File: src/rtl/noc_output_arbiter.sv
// -----------------------------------------------------------------------------
// noc_output_arbiter
//   Round-robin arbiter for one output port of noc_router. Picks one of the
//   input FIFOs whose head flit targets this output, holds the grant until the
//   flit transfers over out_valid/out_ready, then rotates priority past the
//   winner and re-arbitrates in the same cycle for 1 flit/cycle throughput.
//
// Ports
//   clk        : clock
//   rst_n      : synchronous active-low reset
//   req        : per-input request (head flit valid and routed here)
//   out_ready  : downstream ready
//   out_valid  : flit presented on the output
//   grant      : one-hot crossbar select, zero when idle
//   grant_idx  : binary index of granted input, zero when idle
//   pop        : one-hot dequeue strobe on transfer
//   proto_err  : sticky, a granted request was withdrawn before transfer
//   busy       : high while a grant is held
//
// Optional build macro NOC_ARB_STATS_EN adds:
//   stats_clr  : synchronous clear of all counters (wins over increment)
//   grant_cnt  : NUM_REQ saturating transfer counters, input i at
//                [i*CNT_BITS +: CNT_BITS]
//   stall_cnt  : saturating count of held cycles with out_valid & !out_ready
// -----------------------------------------------------------------------------
module noc_output_arbiter #(
  parameter int unsigned NUM_REQ  = 5,
  parameter int unsigned IDX_BITS = 3,
  parameter int unsigned CNT_BITS = 16
) (
  input  logic                         clk,
  input  logic                         rst_n,
  input  logic [NUM_REQ-1:0]           req,
  input  logic                         out_ready,
  output logic                         out_valid,
  output logic [NUM_REQ-1:0]           grant,
  output logic [IDX_BITS-1:0]          grant_idx,
  output logic [NUM_REQ-1:0]           pop,
  output logic                         proto_err,
  output logic                         busy
`ifdef NOC_ARB_STATS_EN
  ,
  input  logic                         stats_clr,
  output logic [NUM_REQ*CNT_BITS-1:0]  grant_cnt,
  output logic [CNT_BITS-1:0]          stall_cnt
`endif
);

  typedef enum logic {S_IDLE, S_LOCKED} state_t;

  state_t                r_state, w_state_nxt;
  logic [NUM_REQ-1:0]    r_grant, w_grant_nxt;
  logic [IDX_BITS-1:0]   r_grant_idx, w_grant_idx_nxt;
  logic [IDX_BITS-1:0]   r_ptr, w_ptr_nxt, w_ptr_adv;
  logic                  r_proto_err, w_proto_err_nxt;
  logic                  w_req_held;
  logic                  w_out_valid;
  logic [NUM_REQ-1:0]    w_pop;
  logic [IDX_BITS:0]     w_pick_idle, w_pick_xfer;

  // Returns {found, index} of the first set bit of r scanning upward from
  // base and wrapping modulo NUM_REQ.
  function automatic logic [IDX_BITS:0] pick(input logic [NUM_REQ-1:0]  r,
                                             input logic [IDX_BITS-1:0] base);
    logic                found;
    logic [IDX_BITS-1:0] idx;
    int unsigned         j;
    found = 1'b0;
    idx   = '0;
    for (int unsigned k = 0; k < NUM_REQ; k++) begin
      j = (32'(base) + k) % NUM_REQ;
      if (!found && r[j]) begin
        found = 1'b1;
        idx   = IDX_BITS'(j);
      end
    end
    return {found, idx};
  endfunction

  assign w_req_held = req[r_grant_idx];
  assign w_ptr_adv  = (r_grant_idx == IDX_BITS'(NUM_REQ - 1)) ? '0
                                                              : r_grant_idx + IDX_BITS'(1);
  assign w_pick_idle = pick(req, r_ptr);
  // The input being popped is masked out: its next flit is not yet at the head.
  assign w_pick_xfer = pick(req & ~r_grant, w_ptr_adv);

  // State register
  always_ff @(posedge clk) begin
    if (!rst_n) begin
      r_state     <= S_IDLE;
      r_grant     <= '0;
      r_grant_idx <= '0;
      r_ptr       <= '0;
      r_proto_err <= 1'b0;
    end else begin
      r_state     <= w_state_nxt;
      r_grant     <= w_grant_nxt;
      r_grant_idx <= w_grant_idx_nxt;
      r_ptr       <= w_ptr_nxt;
      r_proto_err <= w_proto_err_nxt;
    end
  end

  // Next-state logic
  always_comb begin
    w_state_nxt     = r_state;
    w_grant_nxt     = r_grant;
    w_grant_idx_nxt = r_grant_idx;
    w_ptr_nxt       = r_ptr;
    w_proto_err_nxt = r_proto_err;
    case (r_state)
      S_IDLE: begin
        if (w_pick_idle[IDX_BITS]) begin
          w_state_nxt     = S_LOCKED;
          w_grant_idx_nxt = w_pick_idle[IDX_BITS-1:0];
          w_grant_nxt     = NUM_REQ'(1) << w_pick_idle[IDX_BITS-1:0];
        end
      end
      S_LOCKED: begin
        if (!w_req_held) begin
          w_state_nxt     = S_IDLE;
          w_grant_nxt     = '0;
          w_grant_idx_nxt = '0;
          w_proto_err_nxt = 1'b1;
        end else if (out_ready) begin
          w_ptr_nxt = w_ptr_adv;
          if (w_pick_xfer[IDX_BITS]) begin
            w_grant_idx_nxt = w_pick_xfer[IDX_BITS-1:0];
            w_grant_nxt     = NUM_REQ'(1) << w_pick_xfer[IDX_BITS-1:0];
          end else begin
            w_state_nxt     = S_IDLE;
            w_grant_nxt     = '0;
            w_grant_idx_nxt = '0;
          end
        end
      end
      default: begin
        w_state_nxt     = S_IDLE;
        w_grant_nxt     = '0;
        w_grant_idx_nxt = '0;
      end
    endcase
  end

  // Output logic
  always_comb begin
    w_out_valid = (r_state == S_LOCKED) && w_req_held;
    w_pop       = r_grant & {NUM_REQ{w_out_valid & out_ready}};
    out_valid   = w_out_valid;
    pop         = w_pop;
    grant       = r_grant;
    grant_idx   = r_grant_idx;
    proto_err   = r_proto_err;
    busy        = (r_state == S_LOCKED);
  end

`ifdef NOC_ARB_STATS_EN
  logic [CNT_BITS-1:0] r_grant_cnt [NUM_REQ];
  logic [CNT_BITS-1:0] r_stall_cnt;

  always_ff @(posedge clk) begin
    if (!rst_n || stats_clr) begin
      for (int unsigned i = 0; i < NUM_REQ; i++) r_grant_cnt[i] <= '0;
      r_stall_cnt <= '0;
    end else begin
      for (int unsigned i = 0; i < NUM_REQ; i++) begin
        if (w_pop[i] && (r_grant_cnt[i] != '1)) r_grant_cnt[i] <= r_grant_cnt[i] + 1'b1;
      end
      if (w_out_valid && !out_ready && (r_stall_cnt != '1)) r_stall_cnt <= r_stall_cnt + 1'b1;
    end
  end

  always_comb begin
    grant_cnt = '0;
    for (int unsigned i = 0; i < NUM_REQ; i++) grant_cnt[i*CNT_BITS +: CNT_BITS] = r_grant_cnt[i];
    stall_cnt = r_stall_cnt;
  end
`endif

endmodule

File: config.mk
export PLATFORM = sky130hd
export DESIGN_NAME = noc_output_arbiter
export DESIGN_NICKNAME = d
export VERILOG_FILES = /design/src/rtl/noc_output_arbiter.sv
export SDC_FILE = /design/constraint.sdc
export NUM_CORES = 1
export LEC_CHECK = 0
export CAP_MARGIN = 20
export CORE_UTILIZATION = 25
export DETAILED_ROUTE_END_ITERATION = 7
export REMOVE_ABC_BUFFERS = 1
export SLEW_MARGIN = 40
export SYNTH_ARGS = -nofsm -noshare
export SYNTH_HDL_FRONTEND = slang
export SYNTH_SLANG_ARGS = --single-unit
File: constraint.sdc
create_clock -name clk -period 6.6 [get_ports clk]
set_clock_uncertainty 0.1 [all_clocks]
set_input_delay 0.66 -clock clk [delete_from_list [all_inputs] [get_ports clk]]
set_output_delay 0.66 -clock clk [all_outputs]
set_load 0.02 [all_outputs]
==> out/results.txt, run 1 <==
Crit path DAT - 5.41 ns
Antenna diode count - 0
Hold_ws - 0.4389 ns
Setup TNS - 0 ns
Status - finished, final reports clean
Reg2reg end - grant[4]$_SDFFE_PN0P_
Syn-to-layout area delta - 11.54%
Worst setup path class - reg -> reg
Pin count of the biggest net entering global routing - 28
RSZ-0062 raised after global routing - false
H-Tree Level Count - 1
Post-CTS Hold Fix Bufs - 0
Synthesized flop and latch total - 13
Die area - 15060 µm²
Final Cycle Share - 81.85%
CTS tree - yes
Number of global-route vias before repair - 3636
Worst setup startpoint - r_ptr[1]$_SDFFE_PN0P_
Synth warn - 0
DRC violations left - 0
Hold Vio Cnt, Final - 0
Total wire length - 11100 µm
Post-route insts no fill - 657
PwrDens - 438.6 nW/µm²
CP Cell Sequence - inv_1 -> ha_1 -> buf_4 -> clkinv_1 -> ha_1 -> o31ai_1 -> o2111ai_1 -> and3_1 -> a2111oi_0 -> or2_2 -> nor4b_2 -> a221oi_1 -> o31ai_1 -> a221oi_1 -> nor2_1
Total clock buffers created by CTS - 3
Max FO, Critical Path - 19
Critical path launch point type - flip-flop
Gpl congestion - 0.9214
Post-synth EDFFs - 0
Path type of the worst min-delay path - reg -> reg
Clock tree buffer depth - 2
Crit-path max cell delay - 0.76 ns
Setup-violating endpoint count in the final report - 0
Nature of the critical path endpoint - flip-flop
Initial Util - 25.95%
Register Area - 260.3 µm²
Worst setup margin - 1.198 ns
Clock root buffer - clkbuf_16
Peak supply drop - 153.8 µV
Die Ht - 122.7 µm
WP depth - 15
Main synth FF type - dfxtp_1
Total setup buffers inserted after CTS - 0
Top-area cell type share of the netlist area - 10.30%
Final ANT Viol Nets - 0
Die X - 122.7 µm
Initial antenna violation count - 0
Slew Limit Fails - 0
Normalized max-slew margin - 49.90%
Vias - 3915
First-iteration detailed-routing DRC count - 389
Post-synthesis async set-or-reset flop share - 0%
P_leak - 1.552 nW
I/O Pins - 24
Fill cells - 1488
Synthesized area - 3643 µm²
CP top delay family - compound AO/OA/AOI/OAI gates
Period minus WS final - 5.402 ns
Post-synth top cells - 30 x ha_1, 28 x o21ai_0, 26 x nor2_1
Crit-path slowest cell - dfxtp_1
Post-CTS sizing - 0
Register area share after synthesis - 7.143%
First-pass GRT wire length - 18020 µm
Count of unique library cells instantiated by Yosys - 92
R2R depth - 15
Syn_area_per_cell - 7.687 µm²
Site Rows - 43
Worst EP required - 6.61 ns
Clk sinks - 13
Pin slew with the least headroom to its limit - 0.7326 ns
Via density - 5.959
CP endpoint - grant[4]$_SDFFE_PN0P_
Wire per inst - 16.90 µm
Clock Latency Late Sink - 0.25 ns
WP buf/inv - 3
Max Cap Viol - 0
Dominant cell by count in the synthesized netlist - ha_1
Inst Count DP - 653
Synth top area cells - ha_1 10%, dfxtp_1 7.1%, mux2i_1 6.3%
Initial DRT Pass Iterations - 5
Largest area contributor in the netlist - ha_1
Layout cells sized above 1 - 11.53%
Dpl ws - 1.285 ns
Achievable frequency - 0.1851 GHz
Cell count after synthesis - 474
Reg2reg start - r_ptr[1]$_SDFFE_PN0P_
Core Area - 14040 µm²
FF-to-FF setup slack - 1.20 ns
Nets - 517
Reg clk slew, reported paths - 0.05 ns
PortBufs - 23
GRT overflow - 0
Final HPWL DP - 8344 µm
Gr usage total - 14.64%
Multi-input gate area - 3171 µm²
==> cell type report <==
cell class / instances / share of cell area (%)
repair buffers: 25 / 6.034
flip-flops and latches: 13 / 6.404
well taps: 180 / 5.542
multi-input cells: 413 / 78.02
clock inverters: 1 / 0.1232
inverters: 22 / 2.032
clock buffers: 3 / 1.847
==> power breakdown <==
part           internal [mW]  total [mW]  switching, mW  leakage [nW]
logic                  0.616        1.50          0.887          1.41
registers              0.103       0.163         0.0599         0.107
clock network         0.0808       0.117         0.0363        0.0409
==> placed cells by master, fill, tap and decap left out, types with 4 or more instances in the layout <==
master and instances:
ha_1 30, o21ai_0 28, nor2_1 26, nand2_1 24, mux2i_1 23, clkdlybuf4s50_1 23
inv_1 19, a21oi_1 19, nand2b_1 19, nand3_1 19, nor2b_1 17, dfxtp_1 13
a31oi_1 12, nor3_1 10, xnor2_1 8, and3_1 8, a211oi_1 8, o211ai_1 8
mux2_2 7, or3_1 6, mux4_2 6, nand4_1 6, or2_2 5, and2_1 5
a211o_1 5, o31ai_1 5, xor2_1 4, a21o_1 4, nand3b_1 4, nor4_1 4
a2111oi_0 4, a221oi_1 4, o22ai_1 4
==> worst reg2reg max path: stages (launching register included) <==
cell and delay [ns]:
dfxtp_1 0.76, inv_1 0.26, ha_1 0.34, buf_4 0.25, clkinv_1 0.33, ha_1 0.36
o31ai_1 0.48, o2111ai_1 0.28, and3_1 0.22, a2111oi_0 0.53, or2_2 0.24, nor4b_2 0.08
a221oi_1 0.32, o31ai_1 0.18, a221oi_1 0.44, nor2_1 0.11
==> how the worst min path moves through the flow <==
stage / from / end / slack [ns] / cells past startpoint
global placement: proto_err$_SDFFE_PN0P_ / proto_err$_SDFFE_PN0P_ / 0.41 / 2
CTS: proto_err$_SDFFE_PN0P_ / proto_err$_SDFFE_PN0P_ / 0.43 / 2
detailed placement: proto_err$_SDFFE_PN0P_ / proto_err$_SDFFE_PN0P_ / 0.40 / 2
floorplan: proto_err$_SDFFE_PN0P_ / proto_err$_SDFFE_PN0P_ / 0.47 / 2
global route: proto_err$_SDFFE_PN0P_ / proto_err$_SDFFE_PN0P_ / 0.45 / 2
finish: proto_err$_SDFFE_PN0P_ / proto_err$_SDFFE_PN0P_ / 0.44 / 2
==> kinds of logic after synthesis <==
kind of cell	Yosys count	synth area share, %
simple gates	177	28.09
compound gates	155	32.18
buf+inv	48	5.838
mux	37	12.57
fa+ha+maj	31	10.85
xor+xnor	13	3.331
flops	13	7.143
==> metal layers <==
| layer | part of all wire (%) | vias to the layer above | global-route usage [%] |
|---|---|---|---|
| li1 | - | 1838 | - |
| met1 | 44 | 1894 | 19.85 |
| met2 | 49 | 169 | 24.58 |
| met3 | 6.6 | 14 | 1.162 |
| met4 | 1.4 | 0 | 4.192 |
| met5 | 0 | - | 0 |
==> flip-flops by register name, indices dropped and copies added, names as in the netlist <==
signal     flops
grant_idx      3
proto_err      1
r_ptr          3
grant          5
busy           1
==> through the flow <==
step	total power [mW]	utilization, %	cell area, µm²
final	1.783	28.94	4064
after global routing	1.917	28.94	4064
after CTS	1.752	28.94	4064
after floorplan	1.284	-	3513
after global placement	1.603	28.37	3984
after detailed placement	1.630	28.37	3984
Power figures use the tool's default switching activity.
==> run 2: changes to the inputs <==
- clock period: 6.6 -> 4.3 ns (I/O delays scaled with it)
==> out/results.txt, run 2 (synthesized netlist as in run 1, its figures left out) <==
Fill cells - 1497 (+0.60%)
Setup TNS - 0 ns (unchanged)
Initial Util - 25.95% (unchanged)
CP top delay family - simple AND/OR/NAND/NOR gates
H-Tree Level Count - 1 (unchanged)
CTS tree - yes
DRC violations left - 0 (unchanged)
CP Cell Sequence - inv_1 -> ha_1 -> a21o_4 -> ha_1 -> or3_1 -> and2_2 -> ha_1 -> nor2_2 -> a31oi_2 -> xor2_2 -> buf_4 -> nand4_1 -> o211ai_1 -> a32o_2 -> a21oi_2 -> or4_4 -> o221ai_2
Via density - 5.674 (-4.8%)
Total clock buffers created by CTS - 3 (unchanged)
I/O Pins - 24 (unchanged)
Final core occ - 31.82% (+2.9 points)
Status - finished, final reports clean
First-iteration detailed-routing DRC count - 282 (-28%)
Initial antenna violation count - 0 (unchanged)
Crit path DAT - 4.20 ns (-1.21 ns)
Antenna diode count - 0 (unchanged)
Peak supply drop - 227.0 µV (+48%)
Final HPWL DP - 9336 µm (+12%)
Clock root buffer - clkbuf_16
Clock Latency Late Sink - 0.24 ns (about the same)
Setup-violating endpoint count in the final report - 0 (unchanged)
First-pass GRT wire length - 18620 µm (+3.4%)
Largest register FFs - 5 (unchanged)
Most frequent cells in the layout - 44 x buf_4, 28 x ha_1, 26 x o21ai_0
Number of global-route vias before repair - 3822 (+5.1%)
Commonest non-fill, non-tap cell in the layout - buf_4
Die Ht - 122.7 µm (unchanged)
Wire per inst - 16.73 µm (-1.0%)
Dpl ws - -0.07941 ns (-1.364 ns)
Worst path most repeated cell - ha_1
Max Cap Viol - 0 (unchanged)
Syn-to-layout area delta - 22.63%
Layout cells sized above 1 - 22.16% (+11 points)
Worst EP required - 4.36 ns (-2.25 ns)
Crit-path slowest cell - or4_4
Achievable frequency - 0.2419 GHz (+31%)
Normalized max-slew margin - 64.28% (+14 points)
Nets - 559 (+8.1%)
GRT overflow - 0 (unchanged)
Worst setup path class - reg -> reg
Site Rows - 43 (unchanged)
Final Cycle Share - 96.12% (+14 points)
PwrDens - 665.7 nW/µm² (+52%)
Tot Pwr - 2.974 mW (+67%)
Final ANT Viol Nets - 0 (unchanged)
Gpl congestion - 0.9333 (+1.3%)
Pin slew with the least headroom to its limit - 0.5302 ns (-0.2024 ns)
Crit-path max cell delay - 0.50 ns (-0.26 ns)
Core Area - 14040 µm² (unchanged)
Multi-input gate area - 3259 µm² (+2.8%)
Period minus WS final - 4.133 ns (-1.269 ns)
Die X - 122.7 µm (unchanged)
Hold Vio Cnt, Final - 0 (unchanged)
Max FO, Critical Path - 6 (-13)
Critical path launch point type - flip-flop
Pin count of the biggest net entering global routing - 27 (-3.6%)
Vias - 3966 (+1.3%)
Inst Count DP - 693 (+6.1%)
Clock tree buffer depth - 2 (unchanged)
WP buf/inv - 2 (-1)
Reg clk slew, reported paths - 0.04 ns (about the same)
Worst setup margin - 0.1669 ns (-1.031 ns)
P_leak - 1.774 nW (+14%)
Nature of the critical path endpoint - flip-flop
Gr usage total - 15.24% (+0.61 points)
Die area - 15060 µm² (unchanged)
PortBufs - 23 (unchanged)
Path type of the worst min-delay path - reg -> reg
Clk sinks - 13 (unchanged)
Initial DRT Pass Iterations - 5 (unchanged)
Total wire length - 11690 µm (+5.3%)
Post-route insts no fill - 699 (+6.4%)
Register Area - 261.5 µm² (+0.48%)
Slew Limit Fails - 0 (unchanged)
-- run 2: power by group --
part / internal [mW] / total, mW / switching [mW]
combinational: 1.12 / 2.59 / 1.47
sequential: 0.159 / 0.207 / 0.0479
clock: 0.125 / 0.173 / 0.0485
total: 1.41 / 2.97 / 1.57
-- run 2: worst paths after layout --
path | startpoint | to | slack (ns) | cells past startpoint
worst min register to register | proto_err$_SDFFE_PN0P_ | proto_err$_SDFFE_PN0P_ | 0.43 | 2
worst max-delay path | grant_idx[0]$_SDFFE_PN0P_ | grant[1]$_SDFFE_PN0P_ | 0.17 | 17
worst max register to register | grant_idx[0]$_SDFFE_PN0P_ | grant[1]$_SDFFE_PN0P_ | 0.17 | 17
worst min-delay path | proto_err$_SDFFE_PN0P_ | proto_err$_SDFFE_PN0P_ | 0.43 | 2
-- run 2: stage by stage --
step	hold WS [ns]	instance area (µm²)
2_1_floorplan	0.4657	3513
3_3_place_gp	0.4119	4284
3_5_place_dp	0.4087	4284
4_1_cts	0.4360	4365
5_1_grt	0.4854	4468
6_report	0.4346	4468
-- run 2: worst min-delay path, cell delays in order, from the launching register on --
cell and delay [ns]:
dfxtp_1 0.36, a21oi_1 0.05, nor2_1 0.08
-- run 2: repair_timing --
action                     in CTS  in global routing
gates resized for setup         2                 24
hold endpoints to repair        0                  0
setup endpoints to repair       4                  8
hold buffers                    0                  0
setup buffers                   0                  2
pin swaps                       0                  6
cloned                          0                  0
-- run 2: final cells by class --
cell class	instances	area share, %
multi-input cells	413	72.95
repair buffers	67	12.55
flip-flops and latches	13	5.853
well taps	180	5.041
inverters	22	1.848
clock buffers	4	1.764
-- run 2: metal layers --
metal / GRT usage [%] / wire (µm) / vias up
met2: 27.32 / 5815 / 101
met1: 19.14 / 5199 / 1931
li1: - / - / 1915
met3: 1.348 / 461 / 19
met4: 4.573 / 216 / 0
met5: 0 / 0 / -
